$ cat config.mk
export PLATFORM = sky130hd
export DESIGN_NAME = dmem_addr_router
export DESIGN_NICKNAME = d
export VERILOG_FILES = /design/src/rtl/dmem_addr_router.sv
export SDC_FILE = /design/constraint.sdc
export NUM_CORES = 1
export LEC_CHECK = 0
export ABC_AREA = 1
export BUFFER_PORTS_ARGS = -buffer_cell sky130_fd_sc_hd__buf_2
export CORE_AREA = 3 3 137 139
export DETAILED_ROUTE_END_ITERATION = 6
export DIE_AREA = 0 0 140 142
export MAX_ROUTING_LAYER = met4
export PLACE_DENSITY = 0.53
export SLEW_MARGIN = 0
export SYNTH_ARGS = -nofsm -noshare
export SYNTH_HDL_FRONTEND = slang
export SYNTH_SLANG_ARGS = --single-unit
$ cat constraint.sdc
create_clock -name clk -period 3.25 [get_ports clk]
set_clock_uncertainty 0.15 [all_clocks]
set_input_delay 0.4875 -clock clk [delete_from_list [all_inputs] [get_ports clk]]
set_output_delay 0.4875 -clock clk [all_outputs]
set_load 0.03 [all_outputs]
$ cat src/rtl/dmem_addr_router.sv
// Data-bus address router: base/mask decode of core read/write requests onto NUM_SLAVES
// target ports, fixed-latency read-data return and a sticky decode-error record.
module dmem_addr_router #(
    parameter int                       NUM_SLAVES = 2,
    parameter logic [NUM_SLAVES*32-1:0] SLV_BASE   = {32'h8000_0000, 32'h0000_0000},
    parameter logic [NUM_SLAVES*32-1:0] SLV_MASK   = {32'hF000_0000, 32'hF000_0000},
    parameter int                       RD_LAT     = 1
) (
    input  logic                       clk,
    input  logic                       resetb,
    input  logic                       m_wready,
    output logic                       m_wvalid,
    input  logic [31:0]                m_waddr,
    input  logic [31:0]                m_wdata,
    input  logic [3:0]                 m_wstrb,
    input  logic                       m_rready,
    output logic                       m_rvalid,
    input  logic [31:0]                m_raddr,
    output logic                       m_rresp,
    output logic [31:0]                m_rdata,
    output logic [NUM_SLAVES-1:0]      s_wready,
    input  logic [NUM_SLAVES-1:0]      s_wvalid,
    output logic [31:0]                s_waddr,
    output logic [31:0]                s_wdata,
    output logic [3:0]                 s_wstrb,
    output logic [NUM_SLAVES-1:0]      s_rready,
    input  logic [NUM_SLAVES-1:0]      s_rvalid,
    output logic [31:0]                s_raddr,
    input  logic [NUM_SLAVES-1:0]      s_rresp,
    input  logic [NUM_SLAVES*32-1:0]   s_rdata,
    input  logic                       err_clr,
    output logic                       err,
    output logic                       err_wr,
    output logic [31:0]                err_addr,
    output logic [7:0]                 err_cnt
);
    localparam int IDX_W = (NUM_SLAVES > 1) ? $clog2(NUM_SLAVES) : 1;

    // Returns {hit, index}; scanning upward and keeping the first match gives lowest-index priority.
    function automatic logic [IDX_W:0] decode(input logic [31:0] addr);
        logic             hit;
        logic             match;
        logic [IDX_W-1:0] idx;
        hit = 1'b0;
        idx = '0;
        for (int i = 0; i < NUM_SLAVES; i++) begin
            match = ((addr & SLV_MASK[32*i +: 32]) == (SLV_BASE[32*i +: 32] & SLV_MASK[32*i +: 32]));
            idx   = (match && !hit) ? IDX_W'(i) : idx;
            hit   = hit | match;
        end
        return {hit, idx};
    endfunction

    logic             w_hit_s;
    logic             r_hit_s;
    logic [IDX_W-1:0] w_idx_s;
    logic [IDX_W-1:0] r_idx_s;

    assign {w_hit_s, w_idx_s} = decode(m_waddr);
    assign {r_hit_s, r_idx_s} = decode(m_raddr);
    assign s_waddr = m_waddr;
    assign s_wdata = m_wdata;
    assign s_wstrb = m_wstrb;
    assign s_raddr = m_raddr;

    // Request handshake steering; unmapped requests complete locally so the core never stalls.
    always_comb begin
        s_wready = '0;
        s_rready = '0;
        if (m_wready && w_hit_s) begin
            s_wready[w_idx_s] = 1'b1;
        end else begin
            s_wready = '0;
        end
        if (m_rready && r_hit_s) begin
            s_rready[r_idx_s] = 1'b1;
        end else begin
            s_rready = '0;
        end
        m_wvalid = w_hit_s ? s_wvalid[w_idx_s] : m_wready;
        m_rvalid = r_hit_s ? s_rvalid[r_idx_s] : m_rready;
    end

    logic [RD_LAT-1:0]            acc_q;
    logic [RD_LAT-1:0]            derr_q;
    logic [RD_LAT-1:0][IDX_W-1:0] idx_q;
    logic                         acc_d;
    logic                         derr_d;
    logic [IDX_W-1:0]             idx_d;

    assign acc_d  = m_rready && m_rvalid;
    assign derr_d = !r_hit_s;
    assign idx_d  = r_idx_s;

    // Read-select pipeline: shifts every cycle so the response slot is fixed at RD_LAT.
    always_ff @(posedge clk) begin
        if (resetb) begin
            acc_q  <= '0;
            derr_q <= '0;
            idx_q  <= '0;
        end else begin
            acc_q[0]  <= acc_d;
            derr_q[0] <= derr_d;
            idx_q[0]  <= idx_d;
            for (int i = 1; i < RD_LAT; i++) begin
                acc_q[i]  <= acc_q[i-1];
                derr_q[i] <= derr_q[i-1];
                idx_q[i]  <= idx_q[i-1];
            end
        end
    end

    logic [31:0] sel_data_s;
    logic        sel_resp_s;

    // Read-data return mux driven by the last pipeline stage.
    always_comb begin
        sel_data_s = 32'h0;
        sel_resp_s = 1'b0;
        for (int i = 0; i < NUM_SLAVES; i++) begin
            sel_data_s = (idx_q[RD_LAT-1] == IDX_W'(i)) ? s_rdata[32*i +: 32] : sel_data_s;
            sel_resp_s = (idx_q[RD_LAT-1] == IDX_W'(i)) ? s_rresp[i] : sel_resp_s;
        end
        if (acc_q[RD_LAT-1] && !derr_q[RD_LAT-1]) begin
            m_rdata = sel_data_s;
            m_rresp = sel_resp_s;
        end else begin
            m_rdata = 32'h0;
            m_rresp = 1'b0;
        end
    end

    logic        err_q, err_d;
    logic        err_wr_q, err_wr_d;
    logic [31:0] err_addr_q, err_addr_d;
    logic [7:0]  err_cnt_q, err_cnt_d;
    logic        w_err_s, r_err_s;
    logic [7:0]  cnt_base_s;
    logic [8:0]  cnt_sum_s;

    // Error record next state; a clear in the same cycle as a new error leaves only the new one.
    always_comb begin
        w_err_s    = m_wready && !w_hit_s;
        r_err_s    = m_rready && !r_hit_s;
        cnt_base_s = err_clr ? 8'h00 : err_cnt_q;
        cnt_sum_s  = {1'b0, cnt_base_s} + {8'h00, w_err_s} + {8'h00, r_err_s};
        err_cnt_d  = cnt_sum_s[8] ? 8'hFF : cnt_sum_s[7:0];
        if ((w_err_s || r_err_s) && (err_clr || !err_q)) begin
            err_d      = 1'b1;
            err_wr_d   = w_err_s;
            err_addr_d = w_err_s ? m_waddr : m_raddr;
        end else if (err_clr) begin
            err_d      = 1'b0;
            err_wr_d   = 1'b0;
            err_addr_d = 32'h0;
        end else begin
            err_d      = err_q;
            err_wr_d   = err_wr_q;
            err_addr_d = err_addr_q;
        end
    end

    // Error record registers.
    always_ff @(posedge clk) begin
        if (resetb) begin
            err_q      <= 1'b0;
            err_wr_q   <= 1'b0;
            err_addr_q <= 32'h0;
            err_cnt_q  <= 8'h00;
        end else begin
            err_q      <= err_d;
            err_wr_q   <= err_wr_d;
            err_addr_q <= err_addr_d;
            err_cnt_q  <= err_cnt_d;
        end
    end

    assign err      = err_q;
    assign err_wr   = err_wr_q;
    assign err_addr = err_addr_q;
    assign err_cnt  = err_cnt_q;

endmodule

# Yosys cells after proc, flatten, opt, wreduce, memory -nomap -nowiden
# Index checks and enable logic that the tools add are counted.
dict set report totals {
  elab_cells 65
  reg_bits 45
}
dict set report op_classes {
  order_cmp 4
  addsub 2
  n_reduce_logical 22
  bitwise 2
  eq_ne 2
  n_mux 26
}
# operator count
set ops {}
lappend ops {{2-to-1 mux 32 bit} 5}
lappend ops {{logical NOT 32 bit} 2}
lappend ops {{2-to-1 mux 8 bit} 2}
lappend ops {{2-to-1 mux 1 bit} 15}
lappend ops {{logical AND 1 bit} 11}
lappend ops {{adder 8 x 1 -> 9 bit} 1}
lappend ops {{adder 9 x 1 -> 9 bit} 1}
lappend ops {{== test 4 bit, second input constant} 2}
lappend ops {{logical NOT 1 bit} 6}
lappend ops {{less-than comparator 1 x 2 -> 1 bit, second input constant} 2}
lappend ops {{2-to-1 mux 2 bit} 2}
lappend ops {{demux 1 bit (select 1 bit)} 2}
lappend ops {{greater-or-equal comparator 1 bit, second input constant} 2}
lappend ops {{logical OR 1 bit} 2}
lappend ops {{bitwise OR 1 bit} 2}
lappend ops {{nonzero test 2 bit} 1}

# Longest topological paths before layout
# Gate-level depths: netlist of run 1.
dict set report depth {
  word_depth 9
  mapped_depth 14
  depth_no_buf 13
}

# Least setup slack after synthesis of run 1
# Ideal clock, no wire load.
dict set report synth_timing {
  path_kind {input -> output}
  startpoint {input m_wready}
  endpoint {output s_wready[1]}
  stages 4
  arrival_ns 1.685
  n_path_buf 2
  t_required_ns 2.612
  path_slack_ns 0.927
  path_cell_list {buf_2 buf_2 inv_1 nor3b_1}
}
dict set report synth_via {
  elab_chain_cells 2
}
# element line_no
set synth_rtl {}
lappend synth_rtl {{start, declared} 11} ;# input logic m_wready,
lappend synth_rtl {{logical AND 1 bit} 70} ;# if (m_wready && w_hit_s) begin
lappend synth_rtl {{2-to-1 mux 2 bit} 70}
lappend synth_rtl {{end, declared} 21} ;# output logic [NUM_SLAVES-1:0] s_wready,
# Every way passes these cells.

# Final worst setup path of run 1
dict set report layout_timing {
  startpoint {register idx_q}
  endpoint {output m_rdata[21]}
}
dict set report layout_via {
  elab_chain_cells 2
}
# element line_no
set layout_rtl {}
lappend layout_rtl {{start, declared} 86} ;# logic [RD_LAT-1:0][IDX_W-1:0] idx_q;
lappend layout_rtl {{start signal, assigned by index} 108} ;# idx_q[i] <= idx_q[i-1];
lappend layout_rtl {{2-to-1 mux 32 bit} 121} ;# sel_data_s = (idx_q[RD_LAT-1] == IDX_W'(i)) ? s_rdata[32*i +: 32] : sel_data_s;
lappend layout_rtl {{2-to-1 mux 32 bit} 124} ;# if (acc_q[RD_LAT-1] && !derr_q[RD_LAT-1]) begin
lappend layout_rtl {{end, declared} 20} ;# output logic [31:0] m_rdata,
# Every way passes these cells.

==> results of run 1 <==
## cell families (layout without fill, tap and decap cells)
family                   count (synthesis)  in the layout  share of synthesized area, %
AO/OA/AOI/OAI                           73             73                         12.22
other                                    0              1                             0
XOR/XNOR                                 1              1                        0.2258
buffers and inverters                  158            319                         27.18
flip-flops                              45             45                         23.22
multiplexers                             2              2                        0.5482
adder cells (fa/ha/maj)                  1              1                        0.5160
AND/OR/NAND/NOR                        282            282                         36.09
## sequential cells by signal, indices dropped and copies added, names as in the netlist
name / flops
acc_q: 1
derr_q: 1
err: 1
err_addr: 32
err_cnt: 8
err_wr: 1
idx_q: 1
## cell usage in the layout (no fill, tap or decap), drive strengths merged
cell        n
buf       291
nand2     165
nand3      98
a21oi      71
dfxtp      45
inv        21
nor2       13
clkbuf      5
nor3        2
o21ai       2
nand4       2
diode       1
mux2i       1
mux2        1
nor3b       1
and3        1
xor2        1
fa          1
clkinvlp    1
clkinv      1
## critical path, delay by kind of cell (launching register included)
kind / cells / cell delay (ns)
buffers and inverters: 3 / 1.07
flip-flops: 1 / 0.31
AO/OA/AOI/OAI: 1 / 0.12
AND/OR/NAND/NOR: 1 / 0.06
## Yosys cell counts, types with 2 or more instances
| cell | instances |
|---|---|
| o21ai_0 | 2 |
| nand2_8 | 2 |
| buf_12 | 3 |
| nand2_4 | 2 |
| nand3_2 | 29 |
| nand2_2 | 2 |
| nand3_1 | 69 |
| inv_1 | 19 |
| nand2_1 | 159 |
| nor2_2 | 3 |
| clkbuf_1 | 9 |
| a21oi_2 | 29 |
| buf_1 | 4 |
| buf_2 | 18 |
| nand4_1 | 2 |
| dfxtp_1 | 45 |
| buf_4 | 104 |
| a21oi_1 | 42 |
| nor3_1 | 2 |
| nor2_1 | 10 |
## layout make-up
type / count / area, um2 / share of cell area, %
Tap cell: 229 / 286.5 / 5.954
Sequential cell: 45 / 900.9 / 18.72
Antenna cell: 1 / 2.502 / 0.05200
Clock inverter: 3 / 21.27 / 0.4420
Inverter: 20 / 75.07 / 1.560
Clock buffer: 5 / 125.1 / 2.600
Multi-Input combinational cell: 359 / 1924 / 39.99
Timing Repair Buffer: 291 / 1476 / 30.68
## routing by layer
layer | GRT usage [%] | up-vias | part of all wire, %
li1 | - | 2041 | -
met1 | 15.29 | 1712 | 37
met2 | 28.23 | 227 | 54
met3 | 2.890 | 11 | 7.7
met4 | 3.264 | 0 | 1.2
met5 | - | - | 0
## worst max-delay path by stage
stage | start | to | depth (start not counted)
after floorplan | m_wready | s_wready[1] | 4
after detailed placement | m_waddr[28] | err_cnt[4]$_SDFF_PP0_ | 12
after global placement | m_waddr[28] | err_cnt[4]$_SDFF_PP0_ | 12
after CTS | idx_q$_SDFF_PP0_ | m_rdata[21] | 5
after global routing | idx_q$_SDFF_PP0_ | m_rdata[17] | 5
final | idx_q$_SDFF_PP0_ | m_rdata[21] | 5
## power breakdown
group	leakage (nW)	internal, mW	switching, mW
Combinational	2.12	0.194	0.418
Clock	0.0702	0.286	0.225
Sequential	0.370	0.587	0.0233
Total	2.56	1.07	0.665
## stage by stage
step	setup WS [ns]	cells	area [um2]	hold WS (ns)
2_1_floorplan	0.9271	562	3880	0.4471
3_3_place_gp	0.7772	944	4663	0.3085
3_5_place_dp	0.7806	944	4663	0.3134
4_1_cts	0.7516	952	4810	0.2937
5_1_grt	0.5989	953	4812	0.3223
6_report	0.7747	953	4812	0.3039
==> key figures, run 1 <==
CTS
  – # hold bufs at CTS: 0
  – Cts bufs inserted: 5
  – H-Tree Depth: 2
  – CTS resizes: 0
  – CTS root buf: clkbuf_16
  – CTS clk-pin slew, worst paths: ~0.060 ns
  – Clk sinks: 45
  – CTS Buffer Depth: 2
  – Clock Latency Late Sink: 0.28 ns
  – CTS tree: done
  – Post-CTS Setup Bufs: 0

Synth
  – Register bit total from synthesis: 45
  – Syn_area_per_cell: 6.904 um2
  – Post-Syn Instances: roughly 560
  – Syn Nets: around 740
  – Unique masters post-synth: 27
  – Number of synthesized flops with an enable pin: 0
  – Mapped Area: ~3900 um2
  – Post-synth top area share: 23.22%
  – Seq/Total Area, Yosys: 23.22%
  – Synth area leader: dfxtp_1
  – Synth area leaders: dfxtp_1 23%, buf_4 20%, nand2_1 15%
  – Synth Warn #: 0
  – Fraction of registers with async set/reset: 0%
  – Main synth FF type: dfxtp_1

Timing
  – Fmax: between 400 and 500 MHz
  – Setup_tns: 0 ns
  – Slew HR: between 40% and 50%
  – Fin crit period: 2.475 ns
  – Final worst path period share: ~76%
  – Fin. Hold Viols: 0
  – Worst-Margin Slew: 0.8191 ns
  – RSZ-0062 raised after global routing: false
  – Final setup vio count: 0
  – Slew Limit Fails: 0

Route
  – DR vias: roughly 4,000
  – Final ANT Viol Nets: 0
  – Routed vias/inst: 4.188
  – Drt drc: 0
  – Initial DRT Pass Iterations: 4
  – Wire per inst: about 16 um
  – Aggregate routed wire length: roughly 15,000 um
  – Initial DRC count: 105

Global route
  – Vias in the first global route: 3,700
  – Grt total ovfl: 0
  – Largest net degree at the start of global routing: 36
  – First-pass GRT wire length: 21,960 um
  – Initial antenna violation count: 1
  – Aggregate global-route resource usage: 14.61%

Setup path
  – R2R depth: 7
  – CP endpoint kind: primary output
  – Slowest Stage Delay on Critical Path: 0.59 ns
  – Worst Path Required: about 2.6 ns
  – R2r setup slk: 1.41 ns
  – Crit Reg-Reg Endpoint: err_cnt[1]$_SDFF_PP0_
  – Worst EP arrival: 1.84 ns
  – Reg2reg start: err_cnt[0]$_SDFF_PP0_
  – Kind of critical path: reg -> out
  – Critical Path Start Type: flip-flop
  – CP max FO: 28
  – CP max stage cell: inv_1
  – Cell chain of the critical path: inv_1, buf_4, nand2_1, a21oi_1, buf_2

Power
  – Final Total Pwr: between 1.5 and 2 mW
  – Leak: 2.561 nW
  – Power Density: 360.2 nW/um2
  – VDD IR-drop max: 166.9 uV

Placement
  – DPL Wire Length: 12,510 um
  – IO buf count: 283
  – GP Congestion: 0.8279

Layout
  – Synth-to-layout area growth: 24.02%
  – Layout cells sized above 1: 50.90%
  – Post-layout net count: 898
  – Final Util: a little over a quarter
  – FILL cells: 2,022

Hold path
  – Hold EP: acc_q$_SDFF_PP0_
  – Hold_sp: m_rready
  – HP Class: in -> reg
  – Hold Path Stages: 3

Flow run
  – Max_cap viols: 0

Floorplan
  – Boundary Pins: ~360
  – Core area: between 15,000 and 20,000 um2
  – Die W: 140 um
  – Overall die height: 142 um
  – Starting Density: 21.82%
  – Rows: 49
  – Die area: 19,880 um2

Run status
  – Outcome: finished, final reports clean
No activity file was read; power rests on OpenSTA's default activity.
==> run 2: changes to the inputs <==
==> constraint.sdc (replaced) <==
create_clock -name clk -period 2.3 [get_ports clk]
set_clock_uncertainty 0.15 [all_clocks]
set_input_delay 0.345 -clock clk [delete_from_list [all_inputs] [get_ports clk]]
set_output_delay 0.345 -clock clk [all_outputs]
set_load 0.03 [all_outputs]
==> run 2 against run 1 <==
Effect of this change:
- wire length up 3.1%
- combinational power grew 44%
- largest cell class unchanged
- flip-flop and latch count unchanged
- non-clock buffer count grew 6
- critical path depth stayed put
- critical endpoint is now m_rresp
- largest power group unchanged
- global-route usage is 0.65 points higher
- core utilization is 0.47 points higher
==> key figures, run 2 (synthesized netlist as in run 1, its figures left out) <==
Run status
  – Outcome: finished, final reports clean (unchanged)

Timing
  – Slew Limit Fails: 0 (unchanged)
  – Fin. Hold Viols: 0 (unchanged)
  – Fmax: approximately 490 MHz
  – Worst-Margin Slew: 0.5319 ns (was 0.8191 ns)
  – Fin crit period: approximately 2 ns
  – Final worst path period share: about nine tenths
  – Slew HR: 64.54% (was 45.33%)
  – Setup_tns: 0 ns (unchanged)
  – Final setup vio count: 0 (unchanged)
  – RSZ-0062 raised after global routing: false (unchanged)

Hold path
  – HP Class: in -> reg (unchanged)
  – Hold Path Stages: 3 (unchanged)

Global route
  – Aggregate global-route resource usage: 15.26% (was 14.61%)
  – Initial antenna violation count: 1 (unchanged)
  – First-pass GRT wire length: 22,910 um (was 21,960 um)
  – Grt total ovfl: 0 (unchanged)
  – Vias in the first global route: 3,945 (was 3,700)
  – Largest net degree at the start of global routing: 35 (was 36)

Layout
  – Synth-to-layout area growth: 26.19% (was 24.02%)
  – Layout cells sized above 1: 51.17% (was 50.90%)
  – Post-route cell area: 4896 um2 (was 4812 um2)
  – Commonest cells after routing, fill and taps aside: 283 x buf_2, 159 x nand2_1, 69 x nand3_1 (unchanged)
  – FF/Latch Area: 900.9 um2 (unchanged)
  – Footprint of the multi-input gates: 1924 um2 (unchanged)
  – FILL cells: 2,019 (was 2,022)
  – Commonest non-fill, non-tap cell in the layout: buf_2 (unchanged)
  – Max reg flops: 32 (unchanged)
  – Post-layout net count: 904 (was 898)

Power
  – VDD IR-drop max: 229.6 uV (was 166.9 uV)
  – Power Density: 531.3 nW/um2 (was 360.2 nW/um2)
  – Leak: 2.607 nW (was 2.561 nW)

CTS
  – # hold bufs at CTS: 0 (unchanged)
  – CTS root buf: clkbuf_16 (unchanged)
  – Clock Latency Late Sink: 0.29 ns (was 0.28 ns)
  – H-Tree Depth: 2 (unchanged)
  – CTS tree: done (unchanged)
  – CTS clk-pin slew, worst paths: 0.06 ns (about the same)
  – Clk sinks: 45 (unchanged)
  – CTS Buffer Depth: 2 (unchanged)
  – Post-CTS Setup Bufs: 0 (unchanged)
  – CTS resizes: 0 (unchanged)
  – Cts bufs inserted: 5 (unchanged)

Placement
  – DPL Wire Length: 12,950 um (was 12,510 um)
  – DP Area: 4721 um2 (was 4663 um2)
  – IO buf count: 283 (unchanged)
  – GP Congestion: 0.8522 (was 0.8279)

Route
  – Final ANT Viol Nets: 0 (unchanged)
  – Initial DRC count: 133 (was 105)
  – Drt drc: 0 (unchanged)
  – Wire per inst: 16.45 um (was 16.05 um)
  – Aggregate routed wire length: 15,780 um (was 15,300 um)
  – Routed vias/inst: 4.282 (was 4.188)
  – Initial DRT Pass Iterations: 4 (unchanged)
  – DR vias: 4,106 (was 3,991)

Floorplan
  – Starting Density: 21.82% (unchanged)
  – Rows: 49 (unchanged)
  – Die area: 19,880 um2 (unchanged)
  – Boundary Pins: 356 (unchanged)
  – Die W: 140 um (unchanged)
  – Overall die height: 142 um (unchanged)
  – Core area: 17,780 um2 (unchanged)

Setup path
  – Worst EP arrival: 1.56 ns (was 1.84 ns)
  – CP endpoint kind: primary output (unchanged)
  – Slowest Stage Delay on Critical Path: 0.31 ns (was 0.59 ns)
  – R2r setup slk: 0.50 ns (was 1.41 ns)
  – Kind of critical path: reg -> out (unchanged)
  – Cell chain of the critical path: inv_1, buf_4, nand2_1, a21oi_1, buf_2 (unchanged)
  – Critical Path Start Type: flip-flop (unchanged)
  – CP max FO: 12 (was 28)
  – CP delay by family, top: buffers and inverters (unchanged)
  – Levels on crit path: 5 (unchanged)
  – R2R depth: 9 (was 7)
  – CP max stage cell: dfxtp_1 (was inv_1)
  – Worst Path Required: 1.80 ns (was 2.61 ns)
  – WP buf/inv: 3 (unchanged)

Flow run
  – Max_cap viols: 0 (unchanged)
-- run 2: final cells by class --
| class | count | area share, % |
|---|---|---|
| Multi-Input combinational cell | 359 | 39.30 |
| Timing Repair Buffer | 297 | 31.33 |
| Sequential cell | 45 | 18.40 |
| Tap cell | 229 | 5.852 |
| Clock buffer | 7 | 2.913 |
| Inverter | 20 | 1.533 |
| Clock inverter | 1 | 0.6133 |
| Antenna cell | 1 | 0.05111 |
-- run 2: through the flow --
stage	hold slack, ns	total power, mW	worst slack, ns	utilization, %	instances
3_3_place_gp	0.3085	1.772	0.06237	26.55	950
5_1_grt	0.1799	2.736	0.1292	27.54	959
6_report	0.1560	2.601	0.2450	27.54	959
3_5_place_dp	0.3144	1.774	0.05996	26.55	950
2_1_floorplan	0.3177	1.647	0.2621	-	562
4_1_cts	0.1475	2.645	0.2212	27.52	958
-- run 2: where the power goes --
group          leakage, nW  total [mW]  switching (mW)  internal [mW]
registers            0.370       0.861          0.0313          0.829
clock network       0.0841       0.860           0.316          0.544
logic                 2.15       0.881           0.597          0.284
-- run 2: metal layers --
metal | up-vias | global-route usage [%] | wire (um)
met2 | 232 | 29.81 | 8565
met5 | - | - | 0
li1 | 2054 | - | -
met3 | 11 | 2.823 | 1310
met1 | 1809 | 15.85 | 5694
met4 | 0 | 3.366 | 206
-- run 2: worst paths after layout --
check,start,endpoint
max,idx_q$_SDFF_PP0_,m_rresp
min,m_rready,acc_q$_SDFF_PP0_
max reg2reg,err_cnt[0]$_SDFF_PP0_,err_cnt[4]$_SDFF_PP0_
min reg2reg,err_addr[24]$_SDFFE_PP0P_,err_addr[24]$_SDFFE_PP0P_
-- run 2: worst reg2reg max path, delay by kind of cell, from the launching register on --
| kind | cells | cell delay (ns) |
|---|---|---|
| AND/OR/NAND/NOR | 6 | 0.95 |
| buffers and inverters | 2 | 0.08 |
| flip-flops | 1 | 0.32 |
| adder cells (fa/ha/maj) | 1 | 0.26 |
==> run 3: changes to the inputs <==
--- a/config.mk
+++ b/config.mk
@@ -5,13 +5,12 @@
 export SDC_FILE = /design/constraint.sdc
 export NUM_CORES = 1
 export LEC_CHECK = 0
-export ABC_AREA = 1
 export BUFFER_PORTS_ARGS = -buffer_cell sky130_fd_sc_hd__buf_2
 export CORE_AREA = 3 3 137 139
 export DETAILED_ROUTE_END_ITERATION = 6
 export DIE_AREA = 0 0 140 142
 export MAX_ROUTING_LAYER = met4
-export PLACE_DENSITY = 0.53
+export PLACE_DENSITY = 0.52
 export SLEW_MARGIN = 0
 export SYNTH_ARGS = -nofsm -noshare
 export SYNTH_HDL_FRONTEND = slang
==> run 3 against run 2 <==
Effect of this change:
- first-iteration DRC count is 34% lower
- critical endpoint is now m_wvalid
- global-route usage is 3.3 points lower
- highest routed layer unchanged
- critical path depth is 1 higher
- cell area is 2.9% lower
- synthesized cell count is 23% lower
- wire length is 20% lower
- largest power group unchanged
- clock-buffer cell count is 1 higher
- final cell count is 12% lower
- clock power is 18% lower
- critical path type is now in -> out
==> key figures, run 3 <==
Timing
  – Worst-Margin Slew: 0.5192 ns (was 0.5319 ns)
  – Fin. Hold Viols: 0 (unchanged)
  – Worst setup margin: 0.2204 ns (was 0.2450 ns)
  – RSZ-0062 raised after global routing: false (unchanged)
  – Fmax: 480.9 MHz (was 486.6 MHz)
  – Final setup vio count: 0 (unchanged)
  – Slew Limit Fails: 0 (unchanged)
  – Worst hold slack: 0.1855 ns (was 0.1560 ns)
  – Final worst path period share: 90.42% (was 89.35%)
  – Setup_tns: 0 ns (unchanged)
  – Slew HR: 65.30% (was 64.54%)
  – Fin crit period: 2.080 ns (was 2.055 ns)

Power
  – Power Density: 533.0 nW/um2 (was 531.3 nW/um2)
  – Sequential share of power: 34.6% (was 33.1%)
  – Gate power share: 37.7% (was 33.9%)
  – Clock Power Share: 27.7% (was 33.1%)
  – VDD IR-drop max: 235.3 uV (was 229.6 uV)
  – Net Switching: 0.9523 mW (was 0.9444 mW)
  – Internal: 1.581 mW (was 1.657 mW)
  – Leak: 2.349 nW (was 2.607 nW)
  – Sw Share: 37.59% (was 36.30%)

Setup path
  – Worst EP arrival: 1.58 ns (was 1.56 ns)
  – Kind of critical path: in -> out (was reg -> out)
  – Reg2reg start: err_cnt[0]$_SDFF_PP0_ (unchanged)
  – CP max FO: 31 (was 12)
  – R2r setup slk: 0.30 ns (was 0.50 ns)
  – Worst Path Required: 1.80 ns (about the same)
  – R2R depth: 6 (was 9)
  – Crit Reg-Reg Endpoint: err_cnt[2]$_SDFF_PP0_ (was err_cnt[4]$_SDFF_PP0_)
  – CP endpoint kind: primary output (unchanged)
  – Critical Path Start Type: primary input (was flip-flop)

Hold path
  – Hold_sp: m_rready (unchanged)
  – HP Class: in -> reg (unchanged)
  – Hold EP: acc_q$_SDFF_PP0_ (unchanged)
  – Hold Path Stages: 3 (unchanged)

CTS
  – CTS tree: done (unchanged)
  – H-Tree Depth: 2 (unchanged)
  – Post-CTS Setup Bufs: 0 (unchanged)
  – # hold bufs at CTS: 0 (unchanged)
  – CTS clk-pin slew, worst paths: 0.06 ns (about the same)
  – CTS Buffer Depth: 2 (unchanged)
  – CTS resizes: 0 (unchanged)
  – Clock Latency Late Sink: 0.28 ns (was 0.29 ns)
  – Cts bufs inserted: 5 (unchanged)
  – CTS root buf: clkbuf_16 (unchanged)
  – Clk sinks: 45 (unchanged)

Layout
  – Layout cells sized above 1: 58.79% (was 51.17%)
  – Antenna cells: 0 (was 1)
  – Commonest non-fill, non-tap cell in the layout: buf_2 (unchanged)
  – Max reg flops: 32 (unchanged)
  – Commonest cells after routing, fill and taps aside: 283 x buf_2, 69 x nand2_1, 44 x dfxtp_1 (was 283 x buf_2, 159 x nand2_1, 69 x nand3_1)
  – Post-route cell area: 4753 um2 (was 4896 um2)
  – Synth-to-layout area growth: 30.24% (was 26.19%)
  – Post-layout net count: 789 (was 904)

Route
  – Initial DRT Pass Iterations: 4 (unchanged)
  – Routed vias/inst: 4.242 (was 4.282)
  – Wire per inst: 15.01 um (was 16.45 um)
  – Initial DRC count: 88 (was 133)
  – Aggregate routed wire length: 12,650 um (was 15,780 um)
  – Final ANT Viol Nets: 0 (unchanged)
  – Drt drc: 0 (unchanged)
  – DR vias: 3,576 (was 4,106)

Floorplan
  – Core area: 17,780 um2 (unchanged)
  – Die W: 140 um (unchanged)
  – Boundary Pins: 356 (unchanged)
  – Die area: 19,880 um2 (unchanged)
  – Rows: 49 (unchanged)
  – Starting Density: 20.53% (was 21.82%)
  – Overall die height: 142 um (unchanged)

Placement
  – DP Worst Slack: -0.04640 ns (was 0.05996 ns)
  – GP Congestion: 0.6859 (was 0.8522)
  – IO buf count: 283 (unchanged)
  – DP Area: 4617 um2 (was 4721 um2)
  – DPL Wire Length: 10,310 um (was 12,950 um)

Flow run
  – Max_cap viols: 0 (unchanged)

Synth
  – Count leader, synth: buf_4 (was nand2_1)
  – Fraction of registers with async set/reset: 0% (unchanged)
  – Register bit total from synthesis: 45 (unchanged)
  – Synth Warn #: 0 (unchanged)
  – Post-synth top area share: 24.68% (was 23.22%)
  – Post-Syn Instances: 435 (was 562)
  – Number of synthesized flops with an enable pin: 0 (unchanged)
  – Main synth FF type: dfxtp_1 (unchanged)
  – Most frequent cells after synthesis: 102 x buf_4, 69 x nand2_1, 45 x dfxtp_1, 39 x nor2_1, 34 x mux2i_1 (was 159 x nand2_1, 104 x buf_4, 69 x nand3_1, 45 x dfxtp_1, 42 x a21oi_1)
  – Synth area leader: dfxtp_1 (unchanged)
  – Synth area leaders: dfxtp_1 25%, buf_4 21%, a311oi_2 12% (was dfxtp_1 23%, buf_4 20%, nand2_1 15%)
  – Unique masters post-synth: 38 (was 27)
  – Mapped Area: 3650 um2 (was 3880 um2)
  – Seq/Total Area, Yosys: 24.68% (was 23.22%)
  – Syn Nets: 611 (was 738)
  – Syn_area_per_cell: 8.390 um2 (was 6.904 um2)

Global route
  – Aggregate global-route resource usage: 11.92% (was 15.26%)
  – Vias in the first global route: 3,308 (was 3,945)
  – Initial antenna violation count: 0 (was 1)
  – M2 GR Usage: 22.71% (was 29.81%)
  – Grt total ovfl: 0 (unchanged)
  – Largest net degree at the start of global routing: 46 (was 35)
  – Met1 Usage GRT: 10.74% (was 15.85%)
  – First-pass GRT wire length: 18,130 um (was 22,910 um)
  – Global Route met3 Usage: 4.805% (was 2.823%)
  – Most utilized layer in the global route result: met2 (unchanged)

Run status
  – Outcome: finished, final reports clean (unchanged)
-- run 3: cell types whose count changed in the layout (fill, tap and decap cells not counted), moves of 14 or more --
cell and delta:
a311oi_2 +29, a21oi_2 -16, inv_1 -17, nor2_1 +29, mux2i_1 +33, nand3_2 -29
nand2_1 -90, a21oi_1 -14, nand3_1 -68
-- run 3: worst max-delay path by stage --
stage               slack, ns                    end  depth (start not counted)                  start
finish                   0.22               m_wvalid                          6            m_waddr[30]
global route             0.03  err_cnt[2]$_SDFF_PP0_                          6  err_cnt[0]$_SDFF_PP0_
detailed placement      -0.05  err_cnt[6]$_SDFF_PP0_                          8            m_raddr[28]
global placement        -0.06  err_cnt[6]$_SDFF_PP0_                          8            m_raddr[28]
CTS                      0.19               m_wvalid                          6            m_waddr[30]
floorplan                0.04  err_cnt[6]$_SDFF_PP0_                          8            m_waddr[30]
-- run 3: cells by family after synthesis --
kind of cell	Yosys count	synth area share (%)
xor gates and xnor gates	2	0.4800
AOI/OAI and AO/OA	83	22.01
DFF	45	24.68
adders and majority gates	1	0.5485
and+or+nand+nor	134	16.70
muxes	35	9.633
buffers and inverters	135	25.95
-- run 3: layout make-up --
type / instances / area (um2)
timing repair buffer: 302 / 1597
clock buffer: 8 / 136.4
sequential: 45 / 902.1
tap: 229 / 286.5
fill: 1983 / 13030
inverter: 4 / 15.01
multi-input combinational: 255 / 1817
-- run 3: through the flow --
stage,total power [mW],util (%),instances
2_1_floorplan,1.704,-,435
3_3_place_gp,1.863,25.97,835
3_5_place_dp,1.863,25.97,835
4_1_cts,2.586,26.73,843
5_1_grt,2.665,26.73,843
6_report,2.533,26.73,843
-- run 3: critical path, stage by stage --
cell and delay, ns:
buf_2 0.12, o31ai_4 0.28, buf_4 0.19, buf_4 0.34, nand2_1 0.10, buf_2 0.20
-- run 3: per-layer routing --
metal  wire length [um]  up-vias
li1                   -     1747
met4                265        0
met1               4149     1601
met2               6823      209
met5                  0        -
met3               1414       19
-- run 3: power by group through the flow --
stage | registers (mW) | clock network, mW | logic, mW
after detailed placement | 0.894 | 0 | 0.969
after floorplan | 1.01 | 0 | 0.695
after CTS | 0.877 | 0.737 | 0.972
after global placement | 0.892 | 0 | 0.971
after global routing | 0.884 | 0.753 | 1.03
final | 0.877 | 0.702 | 0.954
